`src/rtl/prefetcher_pkg.sv`:
```
// Shared types and helpers for the stride-prefetcher issue path.
// Address width, controller state encoding and the inclusive window test.
package prefetcher_pkg;

   localparam int ADDR_BITS = 64;

   typedef logic [ADDR_BITS-1:0] addr_t;

   typedef enum logic [1:0] {
      S_IDLE,
      S_ISSUE,
      S_FULL
   } pf_state_e;

   // Unsigned, inclusive at both ends.
   function automatic logic in_window(input addr_t a, input addr_t lo, input addr_t hi);
      return (a >= lo) && (a <= hi);
   endfunction

endpackage

```
`src/rtl/prefetch_issue_ctrl_if.sv`:
```
// Prefetch request/response port between the issue controller and the
// memory-request arbiter.
interface prefetch_issue_ctrl_if #(
   parameter int ADDR_BITS = prefetcher_pkg::ADDR_BITS
);

   logic                 pfReqValid;
   logic [ADDR_BITS-1:0] pfReqAddr;
   logic                 pfReqReady;
   logic                 pfRespValid;

   modport master (
      output pfReqValid,
      output pfReqAddr,
      input  pfReqReady,
      input  pfRespValid
   );

   modport slave (
      input  pfReqValid,
      input  pfReqAddr,
      output pfReqReady,
      output pfRespValid
   );

endinterface

```
`src/rtl/pf_addr_gen.sv`:
```
// Combinational next-address step: base + stride, wrap detection, and the
// live [bar, limit] window test.
module pf_addr_gen #(
   parameter int ADDR_BITS = 64
) (
   input  logic [ADDR_BITS-1:0] i_base,
   input  logic [ADDR_BITS-1:0] i_stride,
   input  logic [ADDR_BITS-1:0] i_bar,
   input  logic [ADDR_BITS-1:0] i_limit,
   output logic [ADDR_BITS-1:0] o_next,
   output logic                 o_valid
);
   import prefetcher_pkg::*;

   logic [ADDR_BITS:0] w_sum;
   logic               w_wrap;
   logic               w_in_win;

   assign w_sum  = {1'b0, i_base} + {1'b0, i_stride};
   assign o_next = w_sum[ADDR_BITS-1:0];

   // A negative stride must carry out (no borrow); a positive one must not.
   assign w_wrap   = i_stride[ADDR_BITS-1] ? ~w_sum[ADDR_BITS] : w_sum[ADDR_BITS];
   assign w_in_win = in_window(addr_t'(o_next), addr_t'(i_bar), addr_t'(i_limit));
   assign o_valid  = !w_wrap && w_in_win;

endmodule

```
`src/rtl/prefetch_issue_ctrl.sv`:
```
// Prefetch issue sequencer: turns a confirmed stride plus demand hits into a
// windowed burst of prefetch requests while capping in-flight requests.
module prefetch_issue_ctrl #(
   parameter int ADDR_BITS = prefetcher_pkg::ADDR_BITS,
   parameter int CNT_BITS  = 5
) (
   input  logic                 clk,
   input  logic                 reset,
   input  logic                 en,
   input  logic                 strideValid,
   input  logic [ADDR_BITS-1:0] stride,
   input  logic                 demandValid,
   input  logic [ADDR_BITS-1:0] demandAddr,
   input  logic                 flush,
   input  logic [CNT_BITS-1:0]  maxOutstandingReqs,
   input  logic [ADDR_BITS-1:0] bar,
   input  logic [ADDR_BITS-1:0] limit,
   prefetch_issue_ctrl_if.master pf,
   output logic [CNT_BITS-1:0]  outstandingCnt,
   output logic                 busy
);
   import prefetcher_pkg::*;

   pf_state_e            r_state;
   logic                 r_pf_valid;
   logic [ADDR_BITS-1:0] r_pf_addr;
   logic [CNT_BITS-1:0]  r_out_cnt;
   logic [CNT_BITS-1:0]  r_credits;
   logic [ADDR_BITS-1:0] r_locked_stride;
   logic                 r_stream_valid;
   logic [ADDR_BITS-1:0] r_next_addr;
   logic                 r_abort;

   logic [ADDR_BITS-1:0] w_trig_next;
   logic                 w_trig_ok;
   logic [ADDR_BITS-1:0] w_step_next;
   logic                 w_step_ok;
   logic                 w_trig;
   logic                 w_same_stride;
   logic                 w_new_stream;
   logic                 w_hs;
   logic                 w_resp_eff;
   logic                 w_abort;
   logic                 w_cand_ok;
   logic [ADDR_BITS-1:0] w_cand;
   logic [CNT_BITS:0]    w_out_after;
   logic [CNT_BITS:0]    w_max_ext;
   logic [CNT_BITS-1:0]  w_cred_up;
   logic [CNT_BITS-1:0]  w_cred_after;

   pf_addr_gen #(.ADDR_BITS(ADDR_BITS)) u_trig_gen (
      .i_base   (demandAddr),
      .i_stride (stride),
      .i_bar    (bar),
      .i_limit  (limit),
      .o_next   (w_trig_next),
      .o_valid  (w_trig_ok)
   );

   pf_addr_gen #(.ADDR_BITS(ADDR_BITS)) u_step_gen (
      .i_base   (r_pf_addr),
      .i_stride (r_locked_stride),
      .i_bar    (bar),
      .i_limit  (limit),
      .o_next   (w_step_next),
      .o_valid  (w_step_ok)
   );

   assign w_trig        = demandValid && strideValid && (stride != '0);
   assign w_same_stride = (stride == r_locked_stride);
   assign w_new_stream  = !r_stream_valid || !w_same_stride;
   assign w_hs          = r_pf_valid && pf.pfReqReady;
   assign w_resp_eff    = pf.pfRespValid && (r_out_cnt != '0);
   assign w_abort       = r_abort || (w_trig && !w_same_stride);

   // Continuations re-test the saved address against the live window.
   assign w_cand    = w_new_stream ? w_trig_next : r_next_addr;
   assign w_cand_ok = (maxOutstandingReqs != '0) &&
                      (w_new_stream ? w_trig_ok
                                    : in_window(addr_t'(r_next_addr), addr_t'(bar), addr_t'(limit)));

   assign w_max_ext   = {1'b0, maxOutstandingReqs};
   assign w_out_after = ({1'b0, r_out_cnt} + (CNT_BITS+1)'(w_hs)) - (CNT_BITS+1)'(w_resp_eff);

   assign w_cred_up    = (w_trig && w_same_stride && (r_credits < maxOutstandingReqs))
                         ? r_credits + CNT_BITS'(1) : r_credits;
   assign w_cred_after = (w_hs && (w_cred_up != '0)) ? w_cred_up - CNT_BITS'(1) : w_cred_up;

   // NOTE: all state lives in one clocked block with non-blocking updates, so
   // every branch reads pre-edge values and en low freezes everything at once.
   always_ff @(posedge clk or posedge reset) begin
      if (reset) begin
         r_state         <= S_IDLE;
         r_pf_valid      <= 1'b0;
         r_pf_addr       <= '0;
         r_out_cnt       <= '0;
         r_credits       <= '0;
         r_locked_stride <= '0;
         r_stream_valid  <= 1'b0;
         r_next_addr     <= '0;
         r_abort         <= 1'b0;
      end else if (en) begin
         r_out_cnt <= w_out_after[CNT_BITS-1:0];
         if (flush) begin
            r_state        <= S_IDLE;
            r_pf_valid     <= 1'b0;
            r_credits      <= '0;
            r_stream_valid <= 1'b0;
            r_abort        <= 1'b0;
         end else begin
            case (r_state)
               S_IDLE: begin
                  r_abort <= 1'b0;
                  if (w_trig) begin
                     if (w_new_stream) r_locked_stride <= stride;
                     if (w_cand_ok) begin
                        r_state    <= S_ISSUE;
                        r_pf_addr  <= w_cand;
                        r_pf_valid <= (r_out_cnt < maxOutstandingReqs);
                        r_credits  <= w_new_stream ? maxOutstandingReqs : CNT_BITS'(1);
                     end else begin
                        r_stream_valid <= 1'b0;
                     end
                  end
               end

               S_ISSUE: begin
                  r_credits <= w_cred_after;
                  if (w_trig && !w_same_stride) r_abort <= 1'b1;
                  if (w_hs) begin
                     r_pf_addr <= w_step_next;
                     if (!w_step_ok || w_abort) begin
                        r_state        <= S_IDLE;
                        r_pf_valid     <= 1'b0;
                        r_stream_valid <= 1'b0;
                     end else if (w_cred_after == '0) begin
                        r_state        <= S_IDLE;
                        r_pf_valid     <= 1'b0;
                        r_stream_valid <= 1'b1;
                        r_next_addr    <= w_step_next;
                     end else if (w_out_after >= w_max_ext) begin
                        r_state    <= S_FULL;
                        r_pf_valid <= 1'b0;
                     end
                  end else if (!r_pf_valid) begin
                     // No request pending: either abort, (re)issue, or wait for room.
                     if (w_abort) begin
                        r_state        <= S_IDLE;
                        r_stream_valid <= 1'b0;
                     end else if (w_out_after < w_max_ext) begin
                        r_pf_valid <= 1'b1;
                     end else begin
                        r_state <= S_FULL;
                     end
                  end
               end

               S_FULL: begin
                  r_credits <= w_cred_after;
                  if (w_abort) begin
                     r_state        <= S_IDLE;
                     r_stream_valid <= 1'b0;
                  end else if (w_resp_eff) begin
                     r_state    <= S_ISSUE;
                     r_pf_valid <= (w_out_after < w_max_ext);
                  end
               end

               default: r_state <= S_IDLE;
            endcase
         end
      end
   end

   assign pf.pfReqValid  = r_pf_valid;
   assign pf.pfReqAddr   = r_pf_addr;
   assign outstandingCnt = r_out_cnt;
   assign busy           = (r_state != S_IDLE);

endmodule

```
`src/flat_wrapper.sv`:
```
// flat-port wrapper written by rule: the top's interface ports become plain ports
module prefetch_issue_ctrl_flat import prefetcher_pkg::*;
#(
   parameter int ADDR_BITS = prefetcher_pkg::ADDR_BITS,
   parameter int CNT_BITS  = 5
)
  (clk, reset, en, strideValid, stride, demandValid, demandAddr, flush, maxOutstandingReqs, bar, limit, outstandingCnt, busy, pf_pfReqValid, pf_pfReqAddr, pf_pfReqReady, pf_pfRespValid);
  prefetch_issue_ctrl_if #(.ADDR_BITS(ADDR_BITS)) pf_i ();
  input  logic clk;
  input  logic reset;
  input  logic en;
  input  logic strideValid;
  input  logic [ADDR_BITS-1:0] stride;
  input  logic demandValid;
  input  logic [ADDR_BITS-1:0] demandAddr;
  input  logic flush;
  input  logic [CNT_BITS-1:0] maxOutstandingReqs;
  input  logic [ADDR_BITS-1:0] bar;
  input  logic [ADDR_BITS-1:0] limit;
  output logic [CNT_BITS-1:0] outstandingCnt;
  output logic busy;
  output wire logic [$bits(pf_i.pfReqValid)-1:0] pf_pfReqValid;
  output wire logic [$bits(pf_i.pfReqAddr)-1:0] pf_pfReqAddr;
  input wire logic [$bits(pf_i.pfReqReady)-1:0] pf_pfReqReady;
  input wire logic [$bits(pf_i.pfRespValid)-1:0] pf_pfRespValid;
  assign pf_pfReqValid = pf_i.pfReqValid;
  assign pf_pfReqAddr = pf_i.pfReqAddr;
  assign pf_i.pfReqReady = pf_pfReqReady;
  assign pf_i.pfRespValid = pf_pfRespValid;
  prefetch_issue_ctrl #(.ADDR_BITS(ADDR_BITS), .CNT_BITS(CNT_BITS)) u_core (.clk(clk), .reset(reset), .en(en), .strideValid(strideValid), .stride(stride), .demandValid(demandValid), .demandAddr(demandAddr), .flush(flush), .maxOutstandingReqs(maxOutstandingReqs), .bar(bar), .limit(limit), .pf(pf_i), .outstandingCnt(outstandingCnt), .busy(busy));
endmodule
```
`config.mk`:
```
export PLATFORM = sky130hd
export DESIGN_NAME = prefetch_issue_ctrl_flat
export DESIGN_NICKNAME = d
export VERILOG_FILES = /design/src/rtl/prefetcher_pkg.sv /design/src/rtl/prefetch_issue_ctrl_if.sv /design/src/rtl/pf_addr_gen.sv /design/src/rtl/prefetch_issue_ctrl.sv /design/src/flat_wrapper.sv
export SDC_FILE = /design/constraint.sdc
export NUM_CORES = 1
export LEC_CHECK = 0
export ABC_AREA = 1
export BUFFER_PORTS_ARGS = -buffer_cell sky130_fd_sc_hd__buf_2
export CORE_UTILIZATION = 40
export CTS_CLUSTER_SIZE = 8
export DETAILED_ROUTE_END_ITERATION = 8
export GPL_TIMING_DRIVEN = 0
export PLACE_DENSITY_LB_ADDON = 0.2
export REMOVE_ABC_BUFFERS = 1
export SLEW_MARGIN = 20
export SYNTH_ARGS = -nofsm -noshare
export SYNTH_HDL_FRONTEND = slang
export SYNTH_HIERARCHICAL = 1
export SYNTH_SLANG_ARGS = --single-unit
```
`constraint.sdc`:
```
create_clock -name clk -period 8.3 [get_ports clk]
set_clock_uncertainty 0.15 [all_clocks]
set_input_delay 1.66 -clock clk [delete_from_list [all_inputs] [get_ports clk]]
set_output_delay 1.66 -clock clk [all_outputs]
set_load 0.01 [all_outputs]
```
# == After elaboration in Yosys (flattened, before gate mapping) ==
# Cells that the tools add are included.
# W data, S select, Z words.
# word_totals
out_inout_bits,71
ff_bits,207
inputBits,269
wordCells,141
# classes
n_lt_le_gt_ge,10
muxes,53
reduce_logical,42
n_eq_ne,17
bitwise_logic,4
addsub,6
# op_table
op,n
$mux W64,4
$ge A64 B64 Y1,3
$le A64 B64 Y1,3
$add A64 B64 Y65,2
$pmux W64 S2,1
$eq A64 B64 Y1,1
$reduce_bool A64 Y1,1
$mux W5,6
$mux W1,25
$mux W2,12
$reduce_and A6 Y1,3
$reduce_bool A5 Y1,3
$logic_and A1 B1 Y1,14
$reduce_and A7 Y1,2
$ne A3 B2 Y1 const B,4
$lt A5 B5 Y1,2
$pmux W5 S2,1
$add A5 B1 Y6,1
$ge A6 B5 Y1,1
$lt A6 B5 Y1,1
$ne A2 B1 Y1 const B,3
$ne A3 B3 Y1 const B,2
$ne A6 B6 Y1 const B,1
$pmux W1 S3,2
other kinds (23),34

# == Logic depth before layout (Yosys ltp) ==
# Gate-level depths: netlist of the first run.
# depth
ltp_word,14
mapped_depth,37

# == By module ==
# The synthesis of the first run kept the hierarchy.
# by_module_without_submodules
module,cells_per_inst,area_per_inst_um2,n_inst
prefetch_issue_ctrl,2109,15110.7,1
pf_addr_gen (u_core.u_trig_gen),1581,8613.3,1
pf_addr_gen (u_core.u_step_gen),1532,8445.6,1

# == Least setup slack after synthesis of the first run ==
# No wires, ideal clock.
# synth_path
path_kind,in2reg
startpoint,in demandAddr[0]
endpoint,reg u_core.r_pf_addr[28] (netlist: u_core/pf.pfReqAddr[28])
n_path_buf,2
cell_stages,32
arrival_ps,5356
path_slack_ps,2668
setup_time_ps,126
cell_sequence,ha_1 inv_1 fa_1 inv_1 nand2_1 nand2_1 and2_4 nand2_2 nand2_4 nand3_1 nand3_1 nand2_1 nand2_2 nand2_1 nand3_1 nand2_1 ha_1 nand2_1 nor4_1 nand2_1 nor3b_1 nand2_1 nand2_1 nand2_1 nor2_1 a2bb2oi_2 a21boi_1 nand2_1 a21oi_1 buf_2 buf_2 o21ai_0
# synth_between
word_cells_on_any_way,16
# synth_lines
element,line_no,text
"start, declared",flat_wrapper.sv:15,input logic [ADDR_BITS-1:0] demandAddr;
$add A64 B64 Y65 (*),pf_addr_gen.sv:19,"assign w_sum = {1'b0, i_base} + {1'b0, i_stride};"
named net u_core.w_trig_next[46],prefetch_issue_ctrl.sv:34,logic [ADDR_BITS-1:0] w_trig_next;
$ge A64 B64 Y1 / $le A64 B64 Y1 (equally long branches),prefetcher_pkg.sv:17,return (a >= lo) && (a <= hi);
$logic_and A1 B1 Y1 (*),prefetcher_pkg.sv:17,
$logic_and A1 B1 Y1 (*),pf_addr_gen.sv:25,assign o_valid = !w_wrap && w_in_win;
named net u_core.w_trig_ok,prefetch_issue_ctrl.sv:35,logic w_trig_ok;
$mux W1 (*),prefetch_issue_ctrl.sv:79,(w_new_stream ? w_trig_ok
$logic_and A1 B1 Y1 (*),prefetch_issue_ctrl.sv:78,assign w_cand_ok = (maxOutstandingReqs != '0) &&
$ne A2 B1 Y1 (no line) (*),--,
$reduce_and A6 Y1 (no line) (*),--,
"end signal, assigned",prefetch_issue_ctrl.sv:118,r_pf_addr <= w_cand;
"end signal, assigned",prefetch_issue_ctrl.sv:131,r_pf_addr <= w_step_next;
"end, declared",prefetch_issue_ctrl.sv:26,logic [ADDR_BITS-1:0] r_pf_addr;
# The timed path passes the listed nets; every way through them passes the cells marked *. The select of a mux whose other input is x is not followed.
# A chain may end at the register's enable or synchronous reset.

# == Final worst setup path of the first run ==
# layout_path
startpoint,reg u_core.r_pf_addr[6] (netlist: u_core/pf.pfReqAddr[6])
endpoint,reg u_core.r_next_addr[32]
# layout_between
word_cells_on_any_way,12
# layout_lines
element,line_no,text
$add A64 B64 Y65 (*),pf_addr_gen.sv:19,
named net u_core.w_step_next[59],prefetch_issue_ctrl.sv:36,logic [ADDR_BITS-1:0] w_step_next;
$ge A64 B64 Y1 / $le A64 B64 Y1 (equally long branches),prefetcher_pkg.sv:17,
$logic_and A1 B1 Y1 (*),prefetcher_pkg.sv:17,
$logic_and A1 B1 Y1 (*),pf_addr_gen.sv:25,
named net u_core.w_step_ok,prefetch_issue_ctrl.sv:37,logic w_step_ok;
$logic_not A1 Y1 (*),prefetch_issue_ctrl.sv:132,if (!w_step_ok || w_abort) begin
$logic_or A1 B1 Y1 (*),prefetch_issue_ctrl.sv:132,
$not A1 Y1 (no line) (*),--,
$reduce_and A6 Y1 (no line) (*),--,
"end signal, assigned",prefetch_issue_ctrl.sv:140,r_next_addr <= w_step_next;
"end, declared",prefetch_issue_ctrl.sv:31,logic [ADDR_BITS-1:0] r_next_addr;
# The timed path passes the listed nets; every way through them passes the cells marked *.

==> results of run 1 <==
-- kinds of logic after synthesis --
logic type | after synthesis | share of synthesized area
xor+xnor | 118 | 0.03213
mux | 24 | 0.008401
compound gates | 875 | 0.1516
flops | 207 | 0.1610
buf+inv | 1153 | 0.1378
fa+ha+maj | 542 | 0.2115
simple gates | 2303 | 0.2976
-- how the worst max path moves through the flow --
stage,from,endpoint,cells after the start,slack (ns)
after floorplan,demandAddr[0],u_core/pf.pfReqAddr[0],30,-1.30
after global placement,stride[12],u_core/pf.pfReqAddr[58],26,-7.63
after detailed placement,stride[12],u_core/pf.pfReqAddr[32],29,-0.59
after CTS,stride[12],u_core/pf.pfReqAddr[32],29,0.37
after global routing,u_core/r_locked_stride[0],u_core/r_next_addr[32],30,0.29
final,u_core/pf.pfReqAddr[6],u_core/r_next_addr[32],30,0.56
-- critical path, delay by kind of cell, from the launching register on --
family / cells / cell delay [ns]
DFF: 1 / 0.42
adders and majority gates: 2 / 0.74
and+or+nand+nor: 20 / 4.44
AOI/OAI and AO/OA: 4 / 1.03
buffers and inverters: 4 / 0.73
-- registers in the layout, indices dropped and copies added, names as in the netlist --
register                flops
u_core/r_locked_stride     64
u_core/outstandingCnt       5
u_core/r_state              2
u_core/r_next_addr         64
u_core/pf.pfReqAddr        64
u_core/pf.pfReqValid        1
u_core/r_stream_valid       1
u_core/r_abort              1
u_core/r_credits            5
-- cells in the mapped netlist (42+ instances only) --
cell type  instances  area share
a31oi_1           71       0.014
o21ai_1          101       0.016
nand4_1           62       0.012
xnor2_1           48       0.013
ha_1             539        0.21
nand2_1         1406        0.16
xor2_1            70       0.019
nand3_1          165       0.026
o21ai_0          212       0.033
a21oi_1          352       0.055
nand2_2           47      0.0091
dfrtp_1          207        0.16
inv_2             42      0.0049
inv_1           1039        0.12
nor2_1           482       0.056
nor3_1            44      0.0068
-- metal layers --
metal,track usage,up-vias,share of wire
met5,0,-,0.00064
met4,0.1025,14,0.034
met3,0.04011,198,0.073
met2,0.5222,1171,0.44
met1,0.4526,15873,0.45
li1,-,17310,-
-- power groups by stage --
stage	clock network (W)	logic [W]	registers, W
after floorplan	0	0.00661	0.00177
after global placement	0	0.00965	0.00200
after detailed placement	0	0.00979	0.00199
after CTS	0.00141	0.00984	0.00198
after global routing	0.00145	0.0112	0.00203
final	0.00139	0.0100	0.00200
-- stage by stage --
step	instance area [um2]	utilization	setup WS (ns)
floorplan	31810	-	-1.301
global placement	34820	0.4393	-7.634
detailed placement	35170	0.4438	-0.5898
CTS	36190	0.4566	0.3661
global route	36200	0.4567	0.2894
finish	36210	0.4569	0.5608
-- final cells by class --
| type | count | area [um2] |
|---|---|---|
| Inverter | 1084 | 4084 |
| Clock buffer | 51 | 996.0 |
| Clock inverter | 2 | 13.76 |
| Antenna cell | 7 | 17.52 |
| Timing Repair Buffer | 353 | 2004 |
| Tap cell | 1050 | 1314 |
| Fill cell | 8666 | 43050 |
| Multi-Input combinational cell | 3862 | 22600 |
| Sequential cell | 207 | 5180 |
-- timing repair --
action	4_1_cts	5_1_grt
endpoints found under the hold margin	0	0
pin swaps	0	1
hold buffers	0	0
endpoints found under the setup margin	11	17
setup buffers	0	1
resized for setup	1	0
==> run summary, run 1 <==
Fmax: 0.1292 GHz
Hold slack: 0.3493 ns
Initial cell density of the core: 0.4059
Initial antenna violation count: 18
Period utilisation layout: 0.9324
Core area: 79260 um2
Routed length per instance: 20.51 um
RSZ-0062 raised after global routing: false
Ys Warns: 6
Req. time, crit path: 8.58 ns
Clock-pin slew on the worst setup and hold paths: 0.05 ns
Die Wd: 285.6 um
Slew headroom: 0.3490
Hold_sp: u_core/r_next_addr[0]
Routability cong.: 1.040
Residual DRC count: 0
CTS Buffer Depth: 3
Layout Nets: 6354
Async SR Flop Fraction: 1.000
Most used flip-flop cell after synthesis: dfrtp_1
Setup TNS: 0 ns
Max-cap viol count: 0
Slowest-stage cell, CP: nor3_1
WP data arrival: 8.02 ns
Sink Count: 207
Most frequent cells in the layout: nand2_1, inv_1, ha_1
Placed insts: 6555
Final Hold Fails: 0
Hpwl dp: 117400 um
Worst hold stages: 2
Site Rows: 103
Pwr Total: 0.01340 W
Post-synth EDFFs: 0
Synthesized flop and latch total: 207
Post-synthesis sequential area ratio: 0.1610
CP Capture Type: flop
Top Ports: 340
Max Slew Vio Count: 0
Full die area: 81560 um2
CP most frequent cell: nand2_1
Post-synthesis cell type count: 63
Worst-margin pin slew: 0.9731 ns
Pleak: 20.61 nW
NetSw: 0.007921 W
Sw Share: 0.5909
Avg Inst Size Synth: 6.160 um2
Status: complete, no violations
Chip height: 285.6 um
Final setup vio count: 0
Worst Hold Path EP: u_core/r_next_addr[0]
R2R Path End: u_core/r_next_addr[32]
Post-DRT Antenna Nets: 0
CTS tree: built
Sequential Power Share: 0.149
Via count: 34566
CP Class: reg -> reg
Worst vdd ir: 225.8 uV
Routed WL: 135700 um
Avg Vias per Cell: 5.225
CTS Root Cell: clkbuf_16
IO Port Bufs: 339
First-pass GRT wire length: 197500 um
Area Overhead vs Synth: 12.56%
Pwr Density: 370.2 nW/um2
Total grt overflow: 0
Via count of the first global-routing pass: 31474
Maximum number of pins on one net before global-route repair: 83
Most common cell after layout, fill and taps aside: nand2_1
Total CTS buffers: 35
Hold Path Class: reg -> reg
Skew-Pair Late Insertion Delay: 0.56 ns
Iteration-0 DRC Markers: 3056
CP max FO: 48
Int Pwr: 0.005483 W
Worst reg-to-reg path cell count: 30
Layout cells sized above 1: 0.1079
Cell Count, Final, Fillers Out: 6616
H-tree lvl count: 2
Max stage delay on crit path: 0.70 ns
Period minus WS final: 7.739 ns
FF-to-FF Start: u_core/pf.pfReqAddr[6]
Clock share of power: 0.103
Combinational Power Share: 0.748
First-pass DRT Iterations: 8
Mapped Area: 32170 um2
Reg2reg setup slack: 0.56 ns
Synth Instances: 5222
All-layer global routing usage: 0.3257
CP startpoint kind: flop
No activity file was read; power rests on OpenSTA's default activity.
==> inputs of run 2 (changes only) <==
Settings changed: RECOVER_POWER from default to 50.
==> run 2 against run 1 <==
Net effect: the run now ends with capacitance limit, slew limit left; utilization down 0.098 points; final cell count unchanged; non-clock buffer count unchanged; critical endpoint is now u_core/r_next_addr[29]; largest cell class unchanged.
==> run summary, run 2 (same netlist as run 1, synthesis figures left out) <==
Hpwl dp: 117400 um
Critical path's top delay family: simple AND/OR/NAND/NOR gates
Period minus WS final: 7.743 ns
Most frequent cells in the layout: nand2_1, inv_1, ha_1
Pwr Density: 370.4 nW/um2
Setup TNS: 0 ns
Hold Path Class: reg -> reg
Layout Nets: 6354
Routed length per instance: 20.51 um
Fmax: 0.1291 GHz
Final Hold Fails: 0
Residual DRC count: 0
CP max FO: 48
Worst-margin pin slew: 3.988 ns
CP most frequent cell: nand2_1
Max Slew Vio Count: 212
Site Rows: 103
Core area: 79260 um2
CP Class: reg -> reg
Seq. cell area: 5180 um2
Most common cell after layout, fill and taps aside: nand2_1
Area of the multi-input gates: 22600 um2
CTS tree: built
Pleak: 20.50 nW
Die Wd: 285.6 um
Sink Count: 207
Max-cap viol count: 3
Full die area: 81560 um2
Initial cell density of the core: 0.4059
Skew-Pair Late Insertion Delay: 0.56 ns
Maximum number of pins on one net before global-route repair: 83
Avg Vias per Cell: 5.219
Layout cells sized above 1: 0.1020
Worst vdd ir: 226.6 uV
RSZ-0062 raised after global routing: false
Req. time, crit path: 8.58 ns
Iteration-0 DRC Markers: 2957
CTS Buffer Depth: 3
First-pass GRT wire length: 197500 um
Via count: 34527
Status: finished, violations left
Top Ports: 340
Initial antenna violation count: 18
Pwr Total: 0.01338 W
Area Overhead vs Synth: 12.32%
Routability cong.: 1.040
Total grt overflow: 0
Layout fillers: 8683
Post-DRT Antenna Nets: 0
Clock-pin slew on the worst setup and hold paths: 0.05 ns
Via count of the first global-routing pass: 31474
CTS Root Cell: clkbuf_16
Max stage delay on crit path: 0.68 ns
Total CTS buffers: 35
CP Capture Type: flop
WP data arrival: 8.02 ns
H-tree lvl count: 2
Period utilisation layout: 0.9329
IO Port Bufs: 339
Chip height: 285.6 um
Final setup vio count: 0
CP startpoint kind: flop
Violations in the final reports: capacitance limit, slew limit
Slew headroom: -1.659
All-layer global routing usage: 0.3257
Slowest-stage cell, CP: nor3_1
WP buf/inv: 4
First-pass DRT Iterations: 6
Routed WL: 135700 um
Cts hold-fix bufs: 0
-- run 2: metal layers --
metal	global-route usage	share of wire	up-vias
li1	-	-	17312
met1	0.4526	0.45	15850
met2	0.5222	0.44	1160
met3	0.04011	0.069	191
met4	0.1025	0.033	14
met5	0	0.00064	-
-- run 2: what timing repair did --
item / in CTS / in global routing
pin swaps: 0 / 1
gates resized for setup: 1 / 0
setup buffers: 0 / 1
cloned: 0 / 0
endpoints found under the setup margin: 11 / 17
-- run 2: where the power goes --
part	leakage, nW	total, W	internal [W]	switching [W]
clock	0.495	0.00138	0.000818	0.000561
combinational	17.4	0.0100	0.00326	0.00674
sequential	2.65	0.00200	0.00138	0.000618
-- run 2: through the flow --
step	area (um2)	worst slack, ns	instances	util	hold slack, ns
after CTS	36190	0.3661	6608	0.4566	0.3457
after floorplan	31810	-1.301	5153	-	0.3088
after detailed placement	35170	-0.5898	6555	0.4438	0.3349
after global placement	34820	-7.634	6542	0.4393	0.3278
after global routing	36120	0.2894	6611	0.4557	0.4150
final	36130	0.5565	6616	0.4559	0.3493
-- run 2: worst reg2reg max path: cells and delay by family, from the launching register on --
kind | cells | cell delay (ns)
and+or+nand+nor | 20 | 4.49
adders and majority gates | 2 | 0.74
DFF | 1 | 0.43
AOI/OAI and AO/OA | 4 | 1.05
buffers and inverters | 4 | 0.76
-- run 2: worst paths after layout --
check	to	cells past startpoint	slack, ns	startpoint
worst max-delay path	u_core/r_next_addr[29]	30	0.56	u_core/pf.pfReqAddr[6]
worst min-delay path	u_core/r_next_addr[0]	2	0.35	u_core/r_next_addr[0]
worst max register to register	u_core/r_next_addr[29]	30	0.56	u_core/pf.pfReqAddr[6]
worst min register to register	u_core/r_next_addr[0]	2	0.35	u_core/r_next_addr[0]
max in group asynchronous	u_core/r_credits[1]	3	1.39	reset
min in group asynchronous	u_core/r_next_addr[26]	2	1.71	reset
-- run 2: final cells by class --
class | count | area share
multi-input cells | 3862 | 0.6255
flip-flops and latches | 207 | 0.1434
inverters | 1084 | 0.1129
repair buffers | 353 | 0.05350
well taps | 1050 | 0.03636
clock buffers | 51 | 0.02756
diodes | 7 | 0.0004848
clock inverters | 2 | 0.0003809
